**src/rtl/des_decrypt_core_pkg.sv**
```systemverilog
// Shared DES constants (FIPS 46-3 tables), FSM encoding and table-driven
// permutation helpers used by the decrypt core and its round function.
package des_decrypt_core_pkg;

    typedef enum logic [1:0] {
        ST_IDLE = 2'd0,
        ST_RUN  = 2'd1,
        ST_DONE = 2'd2
    } state_t;

    // All tables use DES 1-based bit numbering; bit 1 is the MSB of the vector.
    localparam int IP_TBL [64] = '{
        58, 50, 42, 34, 26, 18, 10,  2, 60, 52, 44, 36, 28, 20, 12,  4,
        62, 54, 46, 38, 30, 22, 14,  6, 64, 56, 48, 40, 32, 24, 16,  8,
        57, 49, 41, 33, 25, 17,  9,  1, 59, 51, 43, 35, 27, 19, 11,  3,
        61, 53, 45, 37, 29, 21, 13,  5, 63, 55, 47, 39, 31, 23, 15,  7
    };

    localparam int FP_TBL [64] = '{
        40,  8, 48, 16, 56, 24, 64, 32, 39,  7, 47, 15, 55, 23, 63, 31,
        38,  6, 46, 14, 54, 22, 62, 30, 37,  5, 45, 13, 53, 21, 61, 29,
        36,  4, 44, 12, 52, 20, 60, 28, 35,  3, 43, 11, 51, 19, 59, 27,
        34,  2, 42, 10, 50, 18, 58, 26, 33,  1, 41,  9, 49, 17, 57, 25
    };

    localparam int E_TBL [48] = '{
        32,  1,  2,  3,  4,  5,  4,  5,  6,  7,  8,  9,
         8,  9, 10, 11, 12, 13, 12, 13, 14, 15, 16, 17,
        16, 17, 18, 19, 20, 21, 20, 21, 22, 23, 24, 25,
        24, 25, 26, 27, 28, 29, 28, 29, 30, 31, 32,  1
    };

    localparam int P_TBL [32] = '{
        16,  7, 20, 21, 29, 12, 28, 17,  1, 15, 23, 26,  5, 18, 31, 10,
         2,  8, 24, 14, 32, 27,  3,  9, 19, 13, 30,  6, 22, 11,  4, 25
    };

    localparam int PC1_TBL [56] = '{
        57, 49, 41, 33, 25, 17,  9,  1, 58, 50, 42, 34, 26, 18,
        10,  2, 59, 51, 43, 35, 27, 19, 11,  3, 60, 52, 44, 36,
        63, 55, 47, 39, 31, 23, 15,  7, 62, 54, 46, 38, 30, 22,
        14,  6, 61, 53, 45, 37, 29, 21, 13,  5, 28, 20, 12,  4
    };

    localparam int PC2_TBL [48] = '{
        14, 17, 11, 24,  1,  5,  3, 28, 15,  6, 21, 10,
        23, 19, 12,  4, 26,  8, 16,  7, 27, 20, 13,  2,
        41, 52, 31, 37, 47, 55, 30, 40, 51, 45, 33, 48,
        44, 49, 39, 56, 34, 53, 46, 42, 50, 36, 29, 32
    };

    // SHIFT[1..16] stored at index 0..15.
    localparam int SHIFT_TBL [16] = '{1, 1, 2, 2, 2, 2, 2, 2, 1, 2, 2, 2, 2, 2, 2, 1};

    // Each S-box is 64 nibbles, row-major (row*16 + col), entry 0 in the top nibble.
    localparam logic [255:0] SBOX_TBL [8] = '{
        256'hE4D12FB83A6C5907_0F74E2D1A6CB9538_41E8D62BFC973A50_FC8249175B3EA06D,
        256'hF18E6B34972DC05A_3D47F28EC01A69B5_0E7BA4D158C6932F_D8A13F42B67C05E9,
        256'hA09E63F51DC7B428_D709346A285ECBF1_D6498F30B12C5AE7_1AD069874FE3B52C,
        256'h7DE3069A1285BC4F_D8B56F03472C1AE9_A690CB7DF13E5284_3F06A1D8945BC72E,
        256'h2C417AB6853FD0E9_EB2C47D150FA3986_421BAD78F9C5630E_B8C71E2D6F09A453,
        256'hC1AF92680D34E75B_AF427C9561DE0B38_9EF528C3704A1DB6_432C95FABE17608D,
        256'h4B2EF08D3C975A61_D0B7491AE35C2F86_14BDC37EAF680592_6BD814A7950FE23C,
        256'hD2846FB1A93E50C7_1FD8A374C56B0E92_7B419CE206ADF358_21E74A8DFC90356B
    };

    function automatic logic [63:0] ip_perm(input logic [63:0] x);
        logic [63:0] y;
        for (int i = 0; i < 64; i++) y[6'(63 - i)] = x[6'(64 - IP_TBL[i])];
        return y;
    endfunction

    function automatic logic [63:0] fp_perm(input logic [63:0] x);
        logic [63:0] y;
        for (int i = 0; i < 64; i++) y[6'(63 - i)] = x[6'(64 - FP_TBL[i])];
        return y;
    endfunction

    function automatic logic [47:0] e_expand(input logic [31:0] x);
        logic [47:0] y;
        for (int i = 0; i < 48; i++) y[6'(47 - i)] = x[5'(32 - E_TBL[i])];
        return y;
    endfunction

    function automatic logic [31:0] p_perm(input logic [31:0] x);
        logic [31:0] y;
        for (int i = 0; i < 32; i++) y[5'(31 - i)] = x[5'(32 - P_TBL[i])];
        return y;
    endfunction

    function automatic logic [55:0] pc1_perm(input logic [63:0] x);
        logic [55:0] y;
        for (int i = 0; i < 56; i++) y[6'(55 - i)] = x[6'(64 - PC1_TBL[i])];
        return y;
    endfunction

    function automatic logic [47:0] pc2_perm(input logic [55:0] x);
        logic [47:0] y;
        for (int i = 0; i < 48; i++) y[6'(47 - i)] = x[6'(56 - PC2_TBL[i])];
        return y;
    endfunction

    // True when SHIFT[n] (n = 1..16) is a double rotation.
    function automatic logic shift_two(input logic [4:0] n);
        return SHIFT_TBL[4'(n - 5'd1)] == 2;
    endfunction

endpackage

```
**src/rtl/des_decrypt_core_f.sv**
```systemverilog
// DES round function f(R, K) = P(S1..S8(E(R) xor K)), purely combinational,
// built from eight table-driven S-box instances.
module des_sbox
    import des_decrypt_core_pkg::*;
#(
    parameter int IDX = 0
) (
    input  logic [5:0] din,
    output logic [3:0] dout
);

    localparam logic [255:0] TBL = SBOX_TBL[IDX];

    // Outer bits select the row, inner four bits the column.
    logic [5:0] sel;

    assign sel  = {din[5], din[0], din[4:1]};
    assign dout = TBL[8'd255 - {sel, 2'b00} -: 4];

endmodule

module des_f
    import des_decrypt_core_pkg::*;
(
    input  logic [31:0] r,
    input  logic [47:0] k,
    output logic [31:0] f
);

    logic [47:0] x;
    logic [31:0] s;

    assign x = e_expand(r) ^ k;

    for (genvar i = 0; i < 8; i++) begin : g_sbox
        des_sbox #(.IDX(i)) u_sbox (
            .din  (x[47 - 6*i -: 6]),
            .dout (s[31 - 4*i -: 4])
        );
    end

    assign f = p_perm(s);

endmodule

```
**src/rtl/des_decrypt_core.sv**
```systemverilog
// Iterative DES decryption: one Feistel round per clock, subkeys generated
// on the fly by rotating C/D right so round 1 uses K16.
module des_decrypt_core
    import des_decrypt_core_pkg::*;
(
    input  logic        clk,
    input  logic        rst_n,
    input  logic        in_valid,
    output logic        in_ready,
    input  logic [63:0] data_in,
    input  logic [63:0] key,
    output logic        out_valid,
    input  logic        out_ready,
    output logic [63:0] data_out,
    output logic        busy
);

    state_t      state, state_nxt;
    logic [4:0]  round;
    logic [31:0] l, r, f_out;
    logic [27:0] c, d;
    logic [47:0] subkey;
    logic [63:0] ip_in;
    logic [55:0] cd_init;
    logic        accept, handshake, last_round;

    assign accept     = in_valid & in_ready;
    assign handshake  = out_valid & out_ready;
    assign last_round = (round == 5'd16);
    assign ip_in      = ip_perm(data_in);
    assign cd_init    = pc1_perm(key);
    assign subkey     = pc2_perm({c, d});

    des_f u_f (
        .r (r),
        .k (subkey),
        .f (f_out)
    );

    // NOTE: sequential state uses non-blocking assignments so every register
    // samples pre-edge values regardless of process ordering.
    always_ff @(posedge clk or negedge rst_n) begin
        if (!rst_n) state <= ST_IDLE;
        else        state <= state_nxt;
    end

    // NOTE: every combinational output gets a default first, so no path
    // through the case leaves it unassigned and infers a latch.
    always_comb begin
        state_nxt = state;
        unique case (state)
            ST_IDLE: if (accept)     state_nxt = ST_RUN;
            ST_RUN:  if (last_round) state_nxt = ST_DONE;
            ST_DONE: if (handshake)  state_nxt = ST_IDLE;
            default:                 state_nxt = ST_IDLE;
        endcase
    end

    always_comb begin
        in_ready = 1'b0;
        busy     = 1'b0;
        unique case (state)
            ST_IDLE: in_ready = 1'b1;
            ST_RUN,
            ST_DONE: busy     = 1'b1;
            default: ;
        endcase
    end

    // NOTE: the datapath registers are reset too, so an aborted block leaves
    // no key or text material behind and data_out reads zero after reset.
    always_ff @(posedge clk or negedge rst_n) begin
        if (!rst_n) begin
            round     <= 5'd0;
            l         <= 32'h0;
            r         <= 32'h0;
            c         <= 28'h0;
            d         <= 28'h0;
            data_out  <= 64'h0;
            out_valid <= 1'b0;
        end else begin
            unique case (state)
                ST_IDLE: begin
                    if (accept) begin
                        l     <= ip_in[63:32];
                        r     <= ip_in[31:0];
                        c     <= cd_init[55:28];
                        d     <= cd_init[27:0];
                        round <= 5'd1;
                    end
                end
                ST_RUN: begin
                    l <= r;
                    r <= l ^ f_out;
                    if (!last_round) begin
                        round <= round + 5'd1;
                        // Undo the encryption-side left shift of round 17-r.
                        if (shift_two(5'd17 - round)) begin
                            c <= {c[1:0], c[27:2]};
                            d <= {d[1:0], d[27:2]};
                        end else begin
                            c <= {c[0], c[27:1]};
                            d <= {d[0], d[27:1]};
                        end
                    end
                end
                ST_DONE: begin
                    if (!out_valid) begin
                        data_out  <= fp_perm({r, l});
                        out_valid <= 1'b1;
                    end else if (out_ready) begin
                        out_valid <= 1'b0;
                    end
                end
                default: ;
            endcase
        end
    end

endmodule

```
**config.mk**
```make
export PLATFORM = sky130hd
export DESIGN_NAME = des_decrypt_core
export DESIGN_NICKNAME = d
export VERILOG_FILES = /design/src/rtl/des_decrypt_core_pkg.sv /design/src/rtl/des_decrypt_core_f.sv /design/src/rtl/des_decrypt_core.sv
export SDC_FILE = /design/constraint.sdc
export NUM_CORES = 1
export LEC_CHECK = 0
export BUFFER_PORTS_ARGS = -buffer_cell sky130_fd_sc_hd__buf_2
export CORE_MARGIN = 2
export CORE_UTILIZATION = 54
export CTS_CLUSTER_SIZE = 8
export DETAILED_ROUTE_END_ITERATION = 6
export GPL_TIMING_DRIVEN = 0
export PLACE_DENSITY = 0.92
export SLEW_MARGIN = 20
export SYNTH_ARGS = -nofsm -noshare
export SYNTH_HDL_FRONTEND = slang
export SYNTH_SLANG_ARGS = --single-unit
```
**constraint.sdc**
```tcl
create_clock -name clk -period 5.75 [get_ports clk]
set_clock_uncertainty 0.2 [all_clocks]
set_input_delay 1.15 -clock clk [delete_from_list [all_inputs] [get_ports clk]]
set_output_delay 1.15 -clock clk [all_outputs]
set_load 0.05 [all_outputs]
```
==> impl_metrics.yaml <==
logic_synthesis:
  yosysWarnings: 0
  synthFlopType: "dfrtp_1"
  ys_seq_elements: 92
  synth.distinct_cells: 49
  synth_area_leader_cell: "dfrtp_1"
  synth_top_area_share: 0.422
  synthCells: 554
  syn_area_mm2: 0.00545
  synth_edf_count: 0
  synthArstFlopShare: 1.00
  synth_seq_area_share: 0.422
  synth.avg_cell_area_um2: 9.84
  synthTopCellsByArea: "dfrtp_1 (42%), mux2i_1 (7.0%), buf_4 (6.7%)"
global_route:
  first_global_vias: 4465
  antenna_found_initial: 0
  grt_pass1_wl_um: 22200
  grt_overflow: 0
  grtUsageTotal: 0.254
  grt_max_degree: 54
pwr:
  power.leakage_uw: 0.00317
  p_switching_uw: 2060
  combPwrFrac: 0.604
  peakVddDrop_mv: 0.298
  power.internal_uw: 2130
  power_density_mw_per_mm2: 663
  swShare: 0.492
  p_seq_frac: 0.274
  clkPwrFrac: 0.123
setup_path:
  cp-end-kind: "flop"
  worstPathRequired_ps: 5830
  reg2reg_slack_ps: 2620
  critical_path_class: "flop to flop"
  worst-path-max-fanout: 10
  timing.rr.start: "state[1]$_DFFE_PN0P_"
  startpoint: "state[1]$_DFFE_PN0P_"
  arrival_ps: 3220
  startpoint_type: "flop"
status:
  run_status: "complete, no violations"
final_layout:
  drive_above_1_share: 0.231
  area_growth_pct: 15.9
  antennaDiodeCount: 0
  stdcell_count: 801
  final_net_count: 818
timing:
  rsz0062_at_grt: "no"
  tightestPinTransition_ps: 913
  setup_tns_ps: 0
  maxSlewViolCount: 0
  max-slew-margin-rel: 0.383
  finalCritPeriodShare: 0.545
  max_freq_mhz: 319
  setup_viol: 0
  min_period_ps: 3130
  finalHoldViolations: 0
clocking:
  clk_pin_slew_ps: 90
  cts_tree: "done"
  cts_sinks: 92
  cts_resized: 0
  postCtsHoldBufs: 0
  cts_max_path_buffers: 2
  post_cts_buffers: 0
  cts_root_buf: "clkbuf_8"
  clock_latency_ps: 370
  h-tree-depth: 3
  cts_buffers: 9
min_path:
  min_path_type: "flop to flop"
  min-delay-start: "l[29]$_DFFE_PN0P_"
drt:
  drt-initial-drc-count: 404
  drt_wl_total_um: 13400
  wl_per_cell_um: 16.7
  routed_via_density: 5.57
  postRouteAntennaNets: 0
  drc_errors: 0
  first_pass_iters: 7
  vias: 4459
die:
  die_area_mm2: 0.0109
  start_util: 0.558
  fp-row-count: 36
  ios: 199
  die_y_um: 105
  dieWidth_um: 105
  core_mm2: 0.00977
placed_design:
  portBuffers: 50
  dp_hpwl_um: 9720
  gp_congestion: 0.879
  place_inst: 785
job:
  drv_cap: 0
-- cell usage after synthesis (2+ instances only) --
cell type  number
buf_2           4
o21ai_1         8
nor2b_1         3
nand4_1         2
nand2_1        95
xor2_1         14
and2_1          2
o311ai_1        2
buf_4          49
mux4_2          4
nand3_1         3
dfrtp_1        92
inv_2           2
buf_6           2
inv_1          13
ha_1           23
a21oi_1        21
xnor2_1        19
nor3_1          6
mux2i_1        38
a211oi_1        4
nand2b_1        4
xor2_2          3
o21ai_0        30
mux2_2         19
buf_1           4
o22ai_1         8
a22o_1         13
nor2_1         18
a31oi_1         3
clkbuf_1       17
a22oi_1        12
-- cells by family (layout without fill, tap and decap cells) --
family          count (synthesis)  in the layout  share of synthesized area
buf+inv                        91            158                      0.100
compound gates                112            112                      0.131
fa+ha+maj                      23             23                     0.0528
xor+xnor                       36             36                     0.0619
flops                          92             92                      0.422
mux                            61             61                      0.125
simple gates                  138            138                      0.106
other cells                     1             48                   0.000688
-- sequential cells by signal, summed over array words and instances, names as in the netlist --
register,count
l,20
out_valid,1
d,28
data_out,16
r,20
round,5
state,2
-- critical path: stages, from the launching register on --
cell      delay (ps)
dfrtp_1          400
inv_1            130
ha_1             180
clkbuf_1         360
mux2i_1          320
nor2_1           670
clkbuf_1         520
a22oi_1          180
o21ai_0          100
-- cell type report --
type | instances | area [um2]
Clock buffer | 9 | 124
Sequential cell | 92 | 2300
Clock inverter | 7 | 120
Timing Repair Buffer | 51 | 280
Multi-Input combinational cell | 418 | 2780
Tap cell | 133 | 166
Buffer | 76 | 489
Inverter | 15 | 56.3
Fill cell | 713 | 3450
-- path summary, 6_finish.rpt --
path	end	cells after the start
max	d[19]$_DFFE_PN0P_	8
min in group asynchronous	data_out[21]$_DFFE_PN0P_	1
max in group asynchronous	d[0]$_DFFE_PN0P_	2
max reg2reg	d[19]$_DFFE_PN0P_	8
min	l[29]$_DFFE_PN0P_	2
min reg2reg	l[29]$_DFFE_PN0P_	2
-- metrics by stage --
step	hold slack, ps	total power (uW)	setup WS [ps]	util	instance area (um2)
finish	274	4190	2620	0.647	6320
global route	307	4450	2390	0.647	6320
CTS	278	4130	2750	0.647	6320
detailed placement	257	3600	2650	0.622	6080
global placement	247	3420	2580	0.619	6050
floorplan	235	3030	3220	-	5630
-- power groups by stage --
stage / Clock (uW) / Sequential [uW] / Combinational, uW
5_1_grt: 543 / 1170 / 2740
2_1_floorplan: 0 / 1230 / 1800
3_3_place_gp: 0 / 1120 / 2300
6_report: 513 / 1150 / 2530
3_5_place_dp: 0 / 1140 / 2450
4_1_cts: 513 / 1130 / 2490
-- placed cells by master, fill, tap and decap left out, types with 2 or more instances in the layout --
cell	count
nand2b_1	4
dfrtp_1	92
ha_1	23
a22o_1	13
buf_2	53
mux2_2	19
inv_2	2
clkinv_8	2
nand3_1	3
clkbuf_1	17
xor2_2	3
a211oi_1	4
o311ai_1	2
buf_1	4
nor2_1	18
mux2i_1	38
buf_6	2
and2_1	2
nor2b_1	3
xor2_1	14
a31oi_1	3
clkbuf_8	9
nand2_1	95
bufinv_16	2
buf_4	50
o21ai_0	30
mux4_2	4
conb_1	48
nand4_1	2
a22oi_1	12
inv_1	13
o22ai_1	8
nor3_1	6
xnor2_1	19
a21oi_1	21
o21ai_1	8
-- layer usage --
layer,part of all wire,vias to the layer above,wire [um],GRT usage
met5,0,-,0,0
met4,0.037,0,488,0.113
met3,0.058,48,773,0.0338
met2,0.52,224,6900,0.454
met1,0.39,2160,5190,0.303
li1,-,2027,-,-
No activity file was read; power rests on OpenSTA's default activity.
